[config.mk]
export PLATFORM = sky130hd
export DESIGN_NAME = door_controller
export DESIGN_NICKNAME = d
export VERILOG_FILES = /design/src/rtl/door_controller.sv
export SDC_FILE = /design/constraint.sdc
export NUM_CORES = 1
export LEC_CHECK = 0
export ABC_CLOCK_PERIOD_IN_PS = 2300
export BUFFER_PORTS_ARGS = -buffer_cell sky130_fd_sc_hd__buf_4
export CAP_MARGIN = 10
export CORE_MARGIN = 1.5
export CORE_UTILIZATION = 35
export CTS_CLUSTER_DIAMETER = 100
export DETAILED_ROUTE_END_ITERATION = 6
export GPL_TIMING_DRIVEN = 0
export PLACE_DENSITY = 0.66
export SYNTH_ARGS = -nofsm -noshare
export SYNTH_HDL_FRONTEND = slang
export SYNTH_SLANG_ARGS = --single-unit
[constraint.sdc]
create_clock -name clk -period 2.3 [get_ports clk]
set_clock_uncertainty 0.1 [all_clocks]
set_input_delay 0.575 -clock clk [delete_from_list [all_inputs] [get_ports clk]]
set_output_delay 0.575 -clock clk [all_outputs]
set_load 0.05 [all_outputs]
[src/rtl/door_controller.sv]
// Elevator car door sequencer: CLOSED -> OPENING -> OPEN -> CLOSING -> CLOSED on door_clk ticks.
// Optional nudge mode (buzzer, obstruction ignored after repeated reopens) is enabled by DOOR_NUDGE_EN.
module door_controller #(
    parameter int unsigned OPEN_TICKS  = 2,
    parameter int unsigned HOLD_TICKS  = 3,
    parameter int unsigned CLOSE_TICKS = 2,
    parameter int unsigned MAX_REOPEN  = 3
) (
    input  logic       clk,
    input  logic       rst_n,
    input  logic       door_clk,
    input  logic       arrived,
    input  logic       open_btn,
    input  logic       close_btn,
    input  logic       obstruction,
    input  logic       weight_limit_exceeded,
    output logic       motor_open,
    output logic       motor_close,
    output logic       door_closed,
    output logic       move_handler,
    output logic       buzzer,
    output logic [1:0] door_state
);

    localparam int unsigned CNT_W = 4;
    localparam int unsigned RC_W  = 3;

    localparam logic [CNT_W-1:0] OPEN_T  = CNT_W'(OPEN_TICKS);
    localparam logic [CNT_W-1:0] HOLD_T  = CNT_W'(HOLD_TICKS);
    localparam logic [CNT_W-1:0] CLOSE_T = CNT_W'(CLOSE_TICKS);

    // Parameter range guards, evaluated at elaboration only.
    if (OPEN_TICKS < 1 || OPEN_TICKS > 15) begin : g_bad_open
        $error("door_controller: OPEN_TICKS must be 1..15");
    end
    if (HOLD_TICKS < 1 || HOLD_TICKS > 15) begin : g_bad_hold
        $error("door_controller: HOLD_TICKS must be 1..15");
    end
    if (CLOSE_TICKS < 1 || CLOSE_TICKS > 15) begin : g_bad_close
        $error("door_controller: CLOSE_TICKS must be 1..15");
    end
    if (MAX_REOPEN < 1 || MAX_REOPEN > 7) begin : g_bad_reopen
        $error("door_controller: MAX_REOPEN must be 1..7");
    end

    typedef enum logic [1:0] {
        ST_CLOSED  = 2'd0,
        ST_OPENING = 2'd1,
        ST_OPEN    = 2'd2,
        ST_CLOSING = 2'd3
    } state_t;

    state_t             state;
    state_t             state_next;
    logic [CNT_W-1:0]   tick_cnt;
    logic [CNT_W-1:0]   tick_cnt_next;
    logic [CNT_W-1:0]   tick_inc;
    logic               door_clk_d;
    logic               tick;
    logic               nudge_active;

    // One tick per rising edge of door_clk, however long it stays high.
    assign tick     = door_clk & ~door_clk_d;
    assign tick_inc = tick_cnt + CNT_W'(1);

`ifdef DOOR_NUDGE_EN
    localparam logic [RC_W-1:0] MAX_RC = RC_W'(MAX_REOPEN);

    logic [RC_W-1:0] reopen_cnt;
    logic [RC_W-1:0] reopen_cnt_next;
    logic            nudge;
    logic            nudge_next;

    assign nudge_active = nudge;
`else
    assign nudge_active = 1'b0;
`endif

    // Next-state, tick counter and reopen bookkeeping.
    always_comb begin
        state_next    = state;
        tick_cnt_next = tick_cnt;
`ifdef DOOR_NUDGE_EN
        reopen_cnt_next = reopen_cnt;
        nudge_next      = nudge;
`endif
        case (state)
            ST_CLOSED: begin
                if (arrived || open_btn) begin
                    state_next = ST_OPENING;
                end
            end
            ST_OPENING: begin
                if (tick) begin
                    if (tick_inc >= OPEN_T) begin
                        state_next = ST_OPEN;
                    end else begin
                        tick_cnt_next = tick_inc;
                    end
                end
            end
            ST_OPEN: begin
                if (weight_limit_exceeded || obstruction || open_btn) begin
                    tick_cnt_next = '0;
                end else if (close_btn) begin
                    state_next = ST_CLOSING;
                end else if (tick) begin
                    if (tick_inc >= HOLD_T) begin
                        state_next = ST_CLOSING;
                    end else begin
                        tick_cnt_next = tick_inc;
                    end
                end
            end
            ST_CLOSING: begin
                if (weight_limit_exceeded) begin
                    state_next = ST_OPENING;
                end else if ((obstruction || open_btn) && !nudge_active) begin
                    state_next = ST_OPENING;
`ifdef DOOR_NUDGE_EN
                    if (obstruction && (reopen_cnt != MAX_RC)) begin
                        reopen_cnt_next = reopen_cnt + RC_W'(1);
                    end
`endif
                end else if (tick) begin
                    if (tick_inc >= CLOSE_T) begin
                        state_next = ST_CLOSED;
`ifdef DOOR_NUDGE_EN
                        reopen_cnt_next = '0;
`endif
                    end else begin
                        tick_cnt_next = tick_inc;
                    end
                end
            end
            default: begin
                state_next = ST_CLOSED;
            end
        endcase

        // Every state change restarts the count, so a reopen always takes the full OPEN_TICKS.
        if (state_next != state) begin
            tick_cnt_next = '0;
        end

`ifdef DOOR_NUDGE_EN
        if ((state_next == ST_CLOSING) && (state != ST_CLOSING) && (reopen_cnt == MAX_RC)) begin
            nudge_next = 1'b1;
        end
        if (state_next == ST_CLOSED) begin
            nudge_next = 1'b0;
        end
`endif
    end

    // State and counter registers.
    always_ff @(posedge clk or negedge rst_n) begin
        if (!rst_n) begin
            state      <= ST_CLOSED;
            tick_cnt   <= '0;
            door_clk_d <= 1'b0;
        end else begin
            state      <= state_next;
            tick_cnt   <= tick_cnt_next;
            door_clk_d <= door_clk;
        end
    end

`ifdef DOOR_NUDGE_EN
    always_ff @(posedge clk or negedge rst_n) begin
        if (!rst_n) begin
            reopen_cnt <= '0;
            nudge      <= 1'b0;
            buzzer     <= 1'b0;
        end else begin
            reopen_cnt <= reopen_cnt_next;
            nudge      <= nudge_next;
            buzzer     <= nudge_next;
        end
    end
`else
    assign buzzer = 1'b0;
`endif

    // Registered Moore outputs, loaded from the next state so they track the state register.
    always_ff @(posedge clk or negedge rst_n) begin
        if (!rst_n) begin
            motor_open   <= 1'b0;
            motor_close  <= 1'b0;
            door_closed  <= 1'b1;
            move_handler <= 1'b0;
            door_state   <= 2'd0;
        end else begin
            motor_open   <= (state_next == ST_OPENING);
            motor_close  <= (state_next == ST_CLOSING);
            door_closed  <= (state_next == ST_CLOSED);
            move_handler <= (state == ST_CLOSING) && (state_next == ST_CLOSED);
            door_state   <= 2'(state_next);
        end
    end

    a_motor_excl : assert property (@(posedge clk) disable iff (!rst_n)
        !(motor_open && motor_close));
    a_move_closed : assert property (@(posedge clk) disable iff (!rst_n)
        move_handler |-> door_closed);

endmodule
# --- After elaboration in Yosys (flattened, before gate mapping) ---
# Index checks and enable logic that the tools add are counted.
op_classes:
  eq_ne: 11
  magnitude_cmp: 2
  bitwise: 2
  n_mux: 22
  addsub: 1
  reduce_logical: 9
ops:
  columns: ["op", "n"]
  rows:
  - ["2-to-1 mux 4 bit", 9]
  - ["2-to-1 mux 2 bit", 11]
  - ["!= test 4 bit, second input constant", 3]
  - ["case mux 4 bit (3 select lines)", 1]
  - ["greater-or-equal comparator 4 x 2 -> 1 bit, second input constant", 2]
  - ["case mux 2 bit (4 select lines)", 1]
  - ["== test 2 bit, second input constant", 3]
  - ["!= test 3 bit, second input constant", 2]
  - ["AND reduction 6 bit", 1]
  - ["adder 4 x 1 -> 4 bit, second input constant", 1]
  - ["== test 2 x 1 -> 1 bit, second input constant", 2]
  - ["zero test 2 bit", 2]
  - ["logical OR 1 bit", 4]
  - ["nonzero test 4 bit", 1]
  - ["!= test 2 bit", 1]
  - ["bitwise AND 1 bit", 1]
  - ["logical AND 1 bit", 1]
  - ["NOT 1 bit", 1]
totals:
  ff_bits: 11
  output_inout_bits: 7
  word_cells: 54
  inputBits: 8

# --- Depth between registers and ports, before layout ---
# Gate-level depths: netlist of run 1.
logic_depth:
  ltp_word: 10
  depth_mapped: 8

# --- Worst setup path after synthesis of run 1 ---
# Ideal clock, no wire load.
synth_timing:
  path_kind: "register to register"
  start: "register door_state[1] (netlist name)"
  end: "register tick_cnt[2]"
  stages_incl_launch_ff: 7
  synth_period_minus_slack_ps: 1862
  n_path_buf: 1
  setup_ps: 119
  arrival_ps: 1643
  setup_slack_ps: 438
  path_cell_list: "dfrtp_1 > buf_2 > nor2b_1 > o2111ai_1 > nand3_1 > nor2_1 > and2_1"
synth_lines:
  columns: ["element", "line_no", "text"]
  rows:
  - ["end signal: assignment", "164", "tick_cnt <= tick_cnt_next;"]
  - ["end: declaration", "55", "logic [CNT_W-1:0] tick_cnt;"]

# --- Final worst setup path of run 1 ---
layout_timing:
  start: "register tick_cnt[0]"
  end: "register tick_cnt[1]"
layout_between:
  elab_chain_len: 10
  elab_cells_between_ends: 32
  cone_classes: "add/sub (1); order compare (2); eq/ne (6); mux (21); reduce/logical (2)"
layout_lines:
  columns: ["element", "line_no", "text"]
  rows:
  - ["adder 4 x 1 -> 4 bit *", "64", "assign tick_inc = tick_cnt + CNT_W'(1);"]
  - ["greater-or-equal comparator 4 x 2 -> 1 bit, on equally long branches", "95, 126, 108", null]
  - ["2-to-1 mux 2 bit, on equally long branches", "126, 108", null]
  - ["2-to-1 mux 2 bit, on equally long branches", "125, 107", null]
  - ["2-to-1 mux 2 bit, on equally long branches", "118, 105", null]
  - ["2-to-1 mux 2 bit, on equally long branches", "116, 103", null]
  - ["case mux 2 bit (4 select lines)", "87", "case (state)"]
  - ["!= test 2 bit", "142", "if (state_next != state) begin"]
  - ["!= test 4 bit (no line), or another cell as far along", null, null]
  - ["AND reduction 6 bit (no line)", null, null]
# Mark *: on every way between the ends. The rest lies on a longest branch, timed or not. The select of a mux whose other input is x is not followed.
# A chain may end at the register's enable or synchronous reset.

==> results of run 1 <==
[state kept, by name (all words and copies together), names as in the netlist]
| name | flops |
|---|---|
| motor_open | 1 |
| tick_cnt | 4 |
| door_state | 2 |
| door_closed | 1 |
| door_clk_d | 1 |
| move_handler | 1 |
| motor_close | 1 |
[logic make-up (layout without fill, tap and decap cells)]
kind of cell / after synthesis / in the layout / synth area share (%)
and+or+nand+nor: 33 / 33 / 25.2
AOI/OAI and AO/OA: 15 / 15 / 19.8
DFF: 11 / 11 / 41.6
buffers and inverters: 6 / 23 / 4.14
adders and majority gates: 3 / 3 / 5.65
muxes: 2 / 2 / 3.01
other: 1 / 1 / 0.564
[cell usage after synthesis, types with 2 or more instances]
cell | n | area share [%]
sky130_fd_sc_hd__a21oi_1 | 2 | 1.5
sky130_fd_sc_hd__o21ai_0 | 3 | 2.3
sky130_fd_sc_hd__nand3_1 | 4 | 3.0
sky130_fd_sc_hd__inv_1 | 4 | 2.3
sky130_fd_sc_hd__nor2_1 | 12 | 6.8
sky130_fd_sc_hd__nor2b_1 | 2 | 1.9
sky130_fd_sc_hd__dfrtp_1 | 10 | 38
sky130_fd_sc_hd__and2_1 | 4 | 3.8
sky130_fd_sc_hd__mux2i_1 | 2 | 3.0
sky130_fd_sc_hd__ha_1 | 3 | 5.7
sky130_fd_sc_hd__o21ai_1 | 2 | 1.5
sky130_fd_sc_hd__nand2_1 | 5 | 2.8
[metrics by stage]
step / utilization, % / instance area, um^2
2_1_floorplan: - / 664
3_3_place_gp: 45.4 / 793
3_5_place_dp: 45.4 / 793
4_1_cts: 47.0 / 820
5_1_grt: 47.0 / 820
6_report: 47.0 / 820
[how the worst max path moves through the flow]
stage               cells after the start               startpoint  slack (ns)                       to
floorplan                               6  door_state[1]$_DFF_PN0_        0.44  tick_cnt[2]$_DFFE_PN0P_
global placement                        7              obstruction        0.27  tick_cnt[3]$_DFFE_PN0P_
detailed placement                      7                 door_clk        0.26  tick_cnt[0]$_DFFE_PN0P_
CTS                                     7  tick_cnt[0]$_DFFE_PN0P_        0.29  tick_cnt[3]$_DFFE_PN0P_
global route                            7  tick_cnt[0]$_DFFE_PN0P_        0.17  tick_cnt[2]$_DFFE_PN0P_
finish                                  7  tick_cnt[0]$_DFFE_PN0P_        0.32  tick_cnt[1]$_DFFE_PN0P_
[power by group]
group | leakage [nW] | internal (mW) | total [mW] | switching [mW]
registers | 0.139 | 0.234 | 0.281 | 0.0471
clock network | 0.0150 | 0.0671 | 0.129 | 0.0615
logic | 0.235 | 0.164 | 0.426 | 0.263
total | 0.388 | 0.464 | 0.836 | 0.372
[cell type report]
type	count	area share, %
timing repair buffer	13	11.9
buffer	2	1.53
inverter	4	1.83
clock buffer	4	3.21
tap	25	3.82
multi-input combinational	54	44.0
sequential	11	33.7
[metal layers]
layer / track usage [%] / part of all wire [%] / vias to the layer above
li1: - / - / 276
met1: 17.0 / 49 / 233
met2: 19.2 / 46 / 10
met3: 2.35 / 3.1 / 2
met4: 10.3 / 1.9 / 0
met5: 0 / 0 / -
[worst register-to-register path, stage by stage, from the launching register on]
cell                        delay [ns]
sky130_fd_sc_hd__dfrtp_1          0.45
sky130_fd_sc_hd__ha_1             0.24
sky130_fd_sc_hd__nor3_1           0.17
sky130_fd_sc_hd__a31oi_2          0.10
sky130_fd_sc_hd__or3_4            0.39
sky130_fd_sc_hd__o2bb2ai_4        0.17
sky130_fd_sc_hd__mux2i_1          0.20
sky130_fd_sc_hd__nor2_1           0.05
==> results list, run 1 <==
* Length in cells of the worst reg-to-reg path: 7
- Setup repair after global routing left no endpoint under its margin.
* Cell area after synthesis: 664 um^2
- The flow ran to the end, and the final reports show no timing, DRC or antenna violations.
* Reg2Reg Launch Point: tick_cnt[0]$_DFFE_PN0P_
* Hold Fails Final Rpt: 0
- Clock latency on the worst-skew pair, taken at its later pin, is 0.26 ns.
- Wires add up to 1170 um.
* Number of gates resized after cts: 0
- Across all register-to-register paths, the minimum setup slack is 0.32 ns.
* Share of synthesized area occupied by flip-flops and latches: 41.6%
* Antenna viol nets, final: 0
- IR analysis of the VDD net gives a maximum drop of 0.320 mV.
- Post-DP HPWL: 913 um
* Nets: 100
- Arrival @ worst endpoint: 2.04 ns
- Prior to clock tree synthesis, the placed netlist has a worst setup slack of 0.264 ns.
- Of all flip-flops after synthesis, the portion carrying an async set or reset was 100%.
* Unique cell type count in the Yosys netlist: 30
- Largest net degree at the start of global routing: 12
- The worst setup path is of the register to register kind.
- # Post-CTS Setup Buffers: 0
* Minimum clock period: 1.98 ns
* Endpoints failing setup: 0
- PortBufs: 13
- Net count after synthesis: 82
* Count of flip-flops with a built-in enable after synthesis: 0
- The die covers 0.00217 mm^2.
* Critical path capture point type: register
- For the pin with the worst max-slew slack, the measured transition is 0.506 ns.
- Leaving out filler cells and counting taps, the final layout contains 113.
- Total placed cells including tap cells: 109
- Register bit count reported by yosys: 11
- The number of antenna violations at the first check in global routing is 0.
- 1st-iter DRT viols: 11
- Reg2reg end: tick_cnt[1]$_DFFE_PN0P_
* Critical Path Slowest Stage Cell: sky130_fd_sc_hd__dfrtp_1
- In this run the standard cell core region covers 0.00175 mm^2.
* Synthesis warning total: 0
- Final-layout fill cell count: 171
* Clock-pin transition on the worst setup and hold timing paths: 0.07 ns
- Final routed DRC violation total: 0
* Root buffer selected by CTS: sky130_fd_sc_hd__clkbuf_4
- In this run the power density over the cells is 1020 mW/mm^2.
- Clock sink total: 11
- Commonest non-fill, non-tap cells in the layout: 14 x sky130_fd_sc_hd__buf_4, 12 x sky130_fd_sc_hd__nor2_1, 10 x sky130_fd_sc_hd__dfrtp_1
- Total track usage: 13.2%
- # diodes: 0
- Largest fanout on the critical path: 7
- Cells along the critical path: ha_1, nor3_1, a31oi_2, or3_4, o2bb2ai_4, mux2i_1, nor2_1
- CTS tree: built
- Drt pass-1 iters: 4
- Number of buffers inserted during clock tree synthesis: 3
- Routed via count: 521
* Final-layout worst hold slack: 0.0258 ns
- Vias/cell: 4.61
* Commonest non-fill, non-tap cell in the layout: sky130_fd_sc_hd__buf_4
- Total leakage power: 0.388 nW
* First-pass GRT wire length: 1950 um
- Measured against its own limit, the worst slew margin works out to 66.2%.
* Maximum cell stage delay along the critical path: 0.45 ns
- Die boundary width: 46.6 um
- The worst hold path belongs to the class input port to async pin.
* CTS Hold Buffers Added: 0
- Vias in the first global route: 444
- In this run the number of H-tree levels came out at 1.
- Synthesis handed over a netlist of 71 instances.
- In the post-route analysis, the smallest setup slack over all paths is 0.318 ns.
- Dividing the detail-routed wire length by the instance count gives 10.3 um.
* Maximum operating frequency: 0.505 GHz
* Die extent in y: 46.6 um
* Bufs on Longest Clock Path: 2
- Dividing the final minimum period by the clock period gives 86.2%.
- Across the run, the number of max-cap violations was 0.
- Summed over all failing endpoints, the final setup total negative slack is 0 ns.
* Area added between synthesis and finish: 23.4%
* Most used flip-flop cell after synthesis: sky130_fd_sc_hd__dfrtp_1
- The congestion estimate from routability-driven global placement came to 0.770.
- Row count: 15
* Seq. cell area: 277 um^2
- The number of buffers and inverters on the critical path is 0.
- Starting density of the core: 38.1%
* Crit path required time: 2.35 ns
- Share of layout cells above drive strength 1: 27.3%
- STA classifies the critical path startpoint as a register.
* Count of boundary I/O pins: 15
- Delay-heaviest family, CP: simple AND/OR/NAND/NOR gates
- GR Overflow Total: 0
* Mean instance size in the synthesized netlist: 9.36 um^2
- The count of final max-slew check failures came to 0.
* Power, Total: 0.836 mW
- Area of the multi-input gates: 360 um^2
Power figures use the tool's default switching activity.
==> run 2: changes to the inputs <==
- CORE_UTILIZATION: 35 -> 50
- PLACE_DENSITY: 0.66 -> 0.85
- RECOVER_POWER: not set -> 25
==> results list, run 2 (synthesis gave the netlist of run 1 again) <==
* Run status: completed
* Largest net degree at the start of global routing: 12 (unchanged)
- Reg2Reg Launch Point: tick_cnt[0]$_DFFE_PN0P_
* Register with the most flip-flops: tick_cnt
* Total placed cells including tap cells: 98 (-10%)
- Endpoints failing setup: 0 (unchanged)
- The number of remaining DRC errors is 0 (unchanged).
* Largest registers in the final layout: tick_cnt (4), door_state (2)
* Final design utilization: 68.5% (+22 points)
- The area enclosed by the die boundary is 0.00156 mm^2 (-28%).
* Slew margin rel.: 61.4% (-4.8 points)
* Class of the worst hold path: input port to async pin
- Worst Path Class, Setup: register to register
- Post-detailed-route wirelength per cell: 12.8 um (+24%)
- Bufs on Longest Clock Path: 2 (unchanged)
- Source-to-sink clock delay at the later pin of the worst-skew pair: 0.27 ns (about the same)
- Critical Path Start Type: register
- The post-cts repair resize count is 0 (unchanged).
* Power, Total: 0.854 mW (+2.2%)
- Crit path launch: tick_cnt[0]$_DFFE_PN0P_
* Length in cells of the worst reg-to-reg path: 7 (unchanged)
- TritonCTS built the clock tree.
- The total of buffers placed on input and output ports is 13 (unchanged).
- The post-CTS clock slew at the launch and capture registers of the worst setup and hold paths was 0.07 ns (about the same).
* Max-cap violations: 0 (unchanged)
- # diodes: 0 (unchanged)
- Cells along the critical path: ha_1, nor3_1, a31oi_2, o311ai_2, nand3_1, nor2_1, and2_1
* Row count: 12 (-3)
* RD Place Congestion: 0.818 (+6.3%)
- The number of flip-flops in the largest register was 4 (unchanged).
* Count of placed standard cells in the final layout, fillers left out: 102 (-9.7%)
- 1st-iter DRT viols: 7 (-4)
* Reg2reg end: tick_cnt[2]$_DFFE_PN0P_
* Routed via count: 558 (+7.1%)
- Setup repair after global routing left no endpoint under its margin.
- The total overflow reported by the global router was 0 (unchanged).
- Core ar.: 0.00117 mm^2 (-33%)
- Largest fanout on the critical path: 7 (unchanged)
- Vias/cell: 5.47 (+19%)
- The starting density of the core came to 56.7% (+19 points).
* Sum of routed wire length over all layers: 1300 um (+12%)
- Crit path required time: 2.41 ns (+0.06 ns)
- The total power density per cell area came to 1060 mW/mm^2 (+4.4%).
- The actual transition at the worst max-transition pin came to 0.579 ns (+0.0732 ns).
- Commonest non-fill, non-tap cell in the layout: sky130_fd_sc_hd__buf_4
* Area added between synthesis and finish: 20.7%
- In the layout the commonest cells are 13 x sky130_fd_sc_hd__buf_4, 12 x sky130_fd_sc_hd__nor2_1, 10 x sky130_fd_sc_hd__dfrtp_1.
- The count of H-tree levels built during CTS is 1 (unchanged).
- Number of antenna violations at the first check in global routing: 0 (unchanged)
- STA classifies the critical path endpoint as a register.
- The all-layer global routing usage came to 21.7% (+8.5 points).
* Drt pass-1 iters: 4 (unchanged)
- Minimum clock period: 2.10 ns (+0.123 ns)
* First-pass GRT wire length: 2110 um (+8.5%)
- Final worst-path cycle share: 91.5% (+5.3 points)
* # Post-CTS Setup Buffers: 0 (unchanged)
- The clock sink count was 11 (unchanged).
- Peak ir drop on the vdd network: 0.728 mV (+130%)
- Share of layout cells above drive strength 1: 26.1% (-1.1 points)
- Maximum cell stage delay along the critical path: 0.46 ns (about the same)
* Antenna viol nets, final: 0 (unchanged)
- Layout Cell Area excl Fill: 802 um^2 (-2.1%)
- The total of hold buffers inserted after clock tree synthesis is 0 (unchanged).
- The largest individual stage delay along the critical path comes from the cell sky130_fd_sc_hd__dfrtp_1.
- Maximum operating frequency: 0.475 GHz (-5.8%)
* Arrival @ worst endpoint: 2.22 ns (+0.18 ns)
- The die span in y came to 39.5 um (-15%).
* Cell area after placement: 779 um^2 (-1.7%)
- Max-slew violation total from the final report: 0 (unchanged)
* Hold Fails Final Rpt: 0 (unchanged)
- Nets: 100 (unchanged)
- The HPWL after detailed placement was 1020 um (+12%).
* Count of boundary I/O pins: 15 (unchanged)
- Number of buffers inserted during clock tree synthesis: 3 (unchanged)
* Setup_tns: 0 ns (unchanged)
- The number of global-route vias before repair is 479 (+7.9%).
- The floorplan die width was 39.5 um (-15%).
- Total leakage power: 0.385 nW (-0.93%)
- Root buffer selected by CTS: sky130_fd_sc_hd__clkbuf_4
* Minimum setup slack among reg-to-reg paths: 0.20 ns (-0.12 ns)
-- run 2: changes by cell type in the layout (fill, tap and decap cells not counted), sizes merged --
| cell | delta |
|---|---|
| buf | -1 |
| clkbuf | +1 |
-- run 2: layout make-up --
class	count	area, um^2
plain buffers	2	12.5
clock buffers	4	26.3
multi-input cells	54	360
fillers	100	369
inverters	4	15.0
flip-flops and latches	11	277
well taps	14	17.5
repair buffers	13	93.8
-- run 2: stage by stage --
stage                     worst slack (ns)  hold slack (ns)
after CTS                            0.236           0.0252
after global routing               0.00939            0.221
after floorplan                      0.438            0.179
final                                0.195            0.170
after detailed placement             0.210            0.315
after global placement               0.288            0.311
-- run 2: worst max-delay path, delay by kind of cell (launching register included) --
| family | cells | cell delay (ns) |
|---|---|---|
| simple gates | 4 | 0.73 |
| compound gates | 2 | 0.52 |
| flops | 1 | 0.46 |
| fa+ha+maj | 1 | 0.24 |
-- run 2: worst max path at each step --
stage	end	slack (ns)
after CTS	tick_cnt[2]$_DFFE_PN0P_	0.24
after global routing	tick_cnt[2]$_DFFE_PN0P_	0.009
after detailed placement	tick_cnt[1]$_DFFE_PN0P_	0.21
after global placement	tick_cnt[0]$_DFFE_PN0P_	0.29
after floorplan	tick_cnt[2]$_DFFE_PN0P_	0.44
final	tick_cnt[2]$_DFFE_PN0P_	0.20
-- run 2: power by group --
group / leakage (nW) / total, mW / internal (mW) / switching, mW
logic: 0.231 / 0.440 / 0.163 / 0.276
registers: 0.139 / 0.282 / 0.234 / 0.0483
clock network: 0.0150 / 0.133 / 0.0672 / 0.0654
-- run 2: per-layer routing --
layer  track usage (%)  wire (um)  share of wire (%)  vias up
li1                  -          -                  -      277
met1              26.1        589                 45      256
met2              33.2        613                 47       21
met3              1.70         50                3.8        4
met4              20.7         49                3.8        0
met5                 0          0                  0        -
==> run 3: changes to the inputs <==
- MAX_ROUTING_LAYER: not set -> met4
==> results list, run 3 (synthesis gave the netlist of run 1 again) <==
- Run status: completed
- The number of max-cap violations is 0 (unchanged).
* Die boundary width: 39.5 um (unchanged)
- Largest fanout on the critical path: 7 (unchanged)
- The leakage power summed over all cells was 0.385 nW (unchanged).
- The total of buffers placed on input and output ports is 13 (unchanged).
- Minimum setup slack among reg-to-reg paths: 0.21 ns (about the same)
* Setup_tns: 0 ns (unchanged)
* Row count: 12 (unchanged)
* Post-DP HPWL: 1020 um (unchanged)
- Unrepaired setup endpoints after global routing: false
- The required arrival time at the worst endpoint was 2.41 ns (about the same).
- The starting density of the core was 56.7% (unchanged).
- Leaving out fill and tap cells, the most frequent cell in the layout is sky130_fd_sc_hd__buf_4.
- Length in cells of the worst reg-to-reg path: 7 (unchanged)
* # diodes: 0 (unchanged)
- Sum of routed wire length over all layers: 1300 um (-0.23%)
* Maximum level of the CTS H-tree: 1 (unchanged)
- Post-detailed-route wirelength per cell: 12.7 um (-0.23%)
- Number of buffers inserted during clock tree synthesis: 3 (unchanged)
- Number of antenna violations at the first check in global routing: 0 (unchanged)
- The total of fill cells in the finished design was 100 (unchanged).
* Clock sink total: 11 (unchanged)
- Register with the most flip-flops: tick_cnt
- The final number of setup-violating endpoints came to 0 (unchanged).
- The first-pass GRT wire length came to 2110 um (unchanged).
- The maximum count of clock buffers along a single path was 2 (unchanged).
- The register area came to 277 um^2 (unchanged).
- Flip-flop count of the largest register after layout: 4 (unchanged)
- Class of the worst hold path: input port to async pin
- The worst setup path is captured at a register.
- Largest net degree at the start of global routing: 12 (unchanged)
- The total power density per cell area came to 1060 mW/mm^2 (-0.10%).
* Layout Cell Area excl Fill: 802 um^2 (unchanged)
- The final weighted congestion in routability-driven placement is 0.831 (+1.5%).
- The layout cell share with drive strength beyond 1 was 26.1% (unchanged).
- The die span in y is 39.5 um (unchanged).
- Antenna viol nets, final: 0 (unchanged)
- Minimum clock period: 2.09 ns (-0.0101 ns)
* # Post-CTS Setup Buffers: 0 (unchanged)
* Power, Total: 0.853 mW (-0.10%)
- Area of the multi-input gates: 360 um^2 (unchanged)
- Cell area after placement: 779 um^2 (unchanged)
- By startpoint and endpoint, the worst setup path is classified as register to register.
- The worst-case vdd ir drop was 0.730 mV (+0.32%).
* Total track usage: 22.2% (+0.53 points)
- Final routed DRC violation total: 0 (unchanged)
* Number of gates resized after cts: 0 (unchanged)
- In this run the critical register-to-register path is launched from tick_cnt[0]$_DFFE_PN0P_.
- The endpoint identified for the worst register-to-register timing path is tick_cnt[2]$_DFFE_PN0P_.
* Max-slew violation total from the final report: 0 (unchanged)
- Slew at the pin closest to its max-slew limit: 0.577 ns (-0.00157 ns)
- CTS tree: built
- Root buffer selected by CTS: sky130_fd_sc_hd__clkbuf_4
- The total of hold buffers inserted after clock tree synthesis came to 0 (unchanged).
- Nets: 100 (unchanged)
- The arrival time of data at the critical path endpoint is 2.20 ns (-0.02 ns).
- Source-to-sink clock delay at the later pin of the worst-skew pair: 0.27 ns (about the same)
- The number of vias per cell after detailed routing is 5.48 (+0.18%).
- Total placed cells including tap cells: 98 (unchanged)
* Critical Path Start Type: register
- The max-slew headroom at the worst pin is 61.5% (+0.10 points).
- The total overflow reported by the global router was 0 (unchanged).
* Count of boundary I/O pins: 15 (unchanged)
* Hold Fails Final Rpt: 0 (unchanged)
- The post-CTS clock slew at the launch and capture registers of the worst setup and hold paths was 0.07 ns (about the same).
- The detailed-router iteration count before antenna repair came to 4 (unchanged).
- Routed via count: 559 (+0.18%)
- The largest registers in the layout are tick_cnt (4), door_state (2).
* Count of placed standard cells in the final layout, fillers left out: 102 (unchanged)
- The core box area was 0.00117 mm^2 (unchanged).
- Area added between synthesis and finish: 20.7% (unchanged)
* Final worst-path cycle share: 91.1% (-0.44 points)
- The number of global-route vias before repair was 480 (+0.21%).
- The maximum operating frequency was 0.477 GHz (+0.48%).
- Commonest non-fill, non-tap cells in the layout: 13 x sky130_fd_sc_hd__buf_4, 12 x sky130_fd_sc_hd__nor2_1, 10 x sky130_fd_sc_hd__dfrtp_1
- Final design utilization: 68.5% (unchanged)
- The number of violations reported at the end of detailed-routing iteration 0 came to 15 (+8).
- The area enclosed by the die boundary came to 0.00156 mm^2 (unchanged).
-- run 3: cell counts in the layout (fill, tap and decap cells not counted) --
No cell type changed its count.
-- run 3: critical path, cell delays in order (launching register included) --
cell and delay (ns):
sky130_fd_sc_hd__dfrtp_1 0.46, sky130_fd_sc_hd__ha_1 0.24, sky130_fd_sc_hd__nor3_1 0.18, sky130_fd_sc_hd__a31oi_2 0.11
sky130_fd_sc_hd__o311ai_2 0.40, sky130_fd_sc_hd__nand3_1 0.20, sky130_fd_sc_hd__nor2_1 0.19, sky130_fd_sc_hd__and2_1 0.15
-- run 3: layout make-up --
| cell class | instances | share of cell area [%] |
|---|---|---|
| clock buffer | 4 | 3.28 |
| sequential | 11 | 34.5 |
| inverter | 4 | 1.87 |
| multi-input combinational | 54 | 44.9 |
| timing repair buffer | 13 | 11.7 |
| tap | 14 | 2.18 |
| buffer | 2 | 1.56 |
-- run 3: through the flow --
stage          worst slack, ns  hold slack (ns)
3_3_place_gp             0.288            0.311
6_report                 0.205            0.169
3_5_place_dp             0.210            0.315
2_1_floorplan            0.438            0.179
4_1_cts                  0.236           0.0252
5_1_grt                0.00939            0.221
-- run 3: metal layers --
metal / GRT usage (%) / wire, um / vias up
li1: - / - / 278
met2: 33.2 / 608 / 21
met4: 20.7 / 49 / 0
met5: - / 0 / -
met1: 26.1 / 595 / 256
met3: 1.70 / 46 / 4
-- run 3: how the worst max path moves through the flow --
| stage | start | endpoint | slack (ns) | cells past startpoint |
|---|---|---|---|---|
| 2_1_floorplan | door_state[1]$_DFF_PN0_ | tick_cnt[2]$_DFFE_PN0P_ | 0.44 | 6 |
| 3_3_place_gp | door_clk | tick_cnt[0]$_DFFE_PN0P_ | 0.29 | 7 |
| 3_5_place_dp | door_clk | tick_cnt[1]$_DFFE_PN0P_ | 0.21 | 7 |
| 4_1_cts | tick_cnt[0]$_DFFE_PN0P_ | tick_cnt[2]$_DFFE_PN0P_ | 0.24 | 7 |
| 5_1_grt | tick_cnt[0]$_DFFE_PN0P_ | tick_cnt[2]$_DFFE_PN0P_ | 0.009 | 7 |
| 6_report | tick_cnt[0]$_DFFE_PN0P_ | tick_cnt[2]$_DFFE_PN0P_ | 0.21 | 7 |
-- run 3: report_power, final --
part           switching [mW]  internal, mW  total (mW)
combinational           0.277         0.163       0.440
sequential             0.0481         0.234       0.282
clock                  0.0643        0.0672       0.132
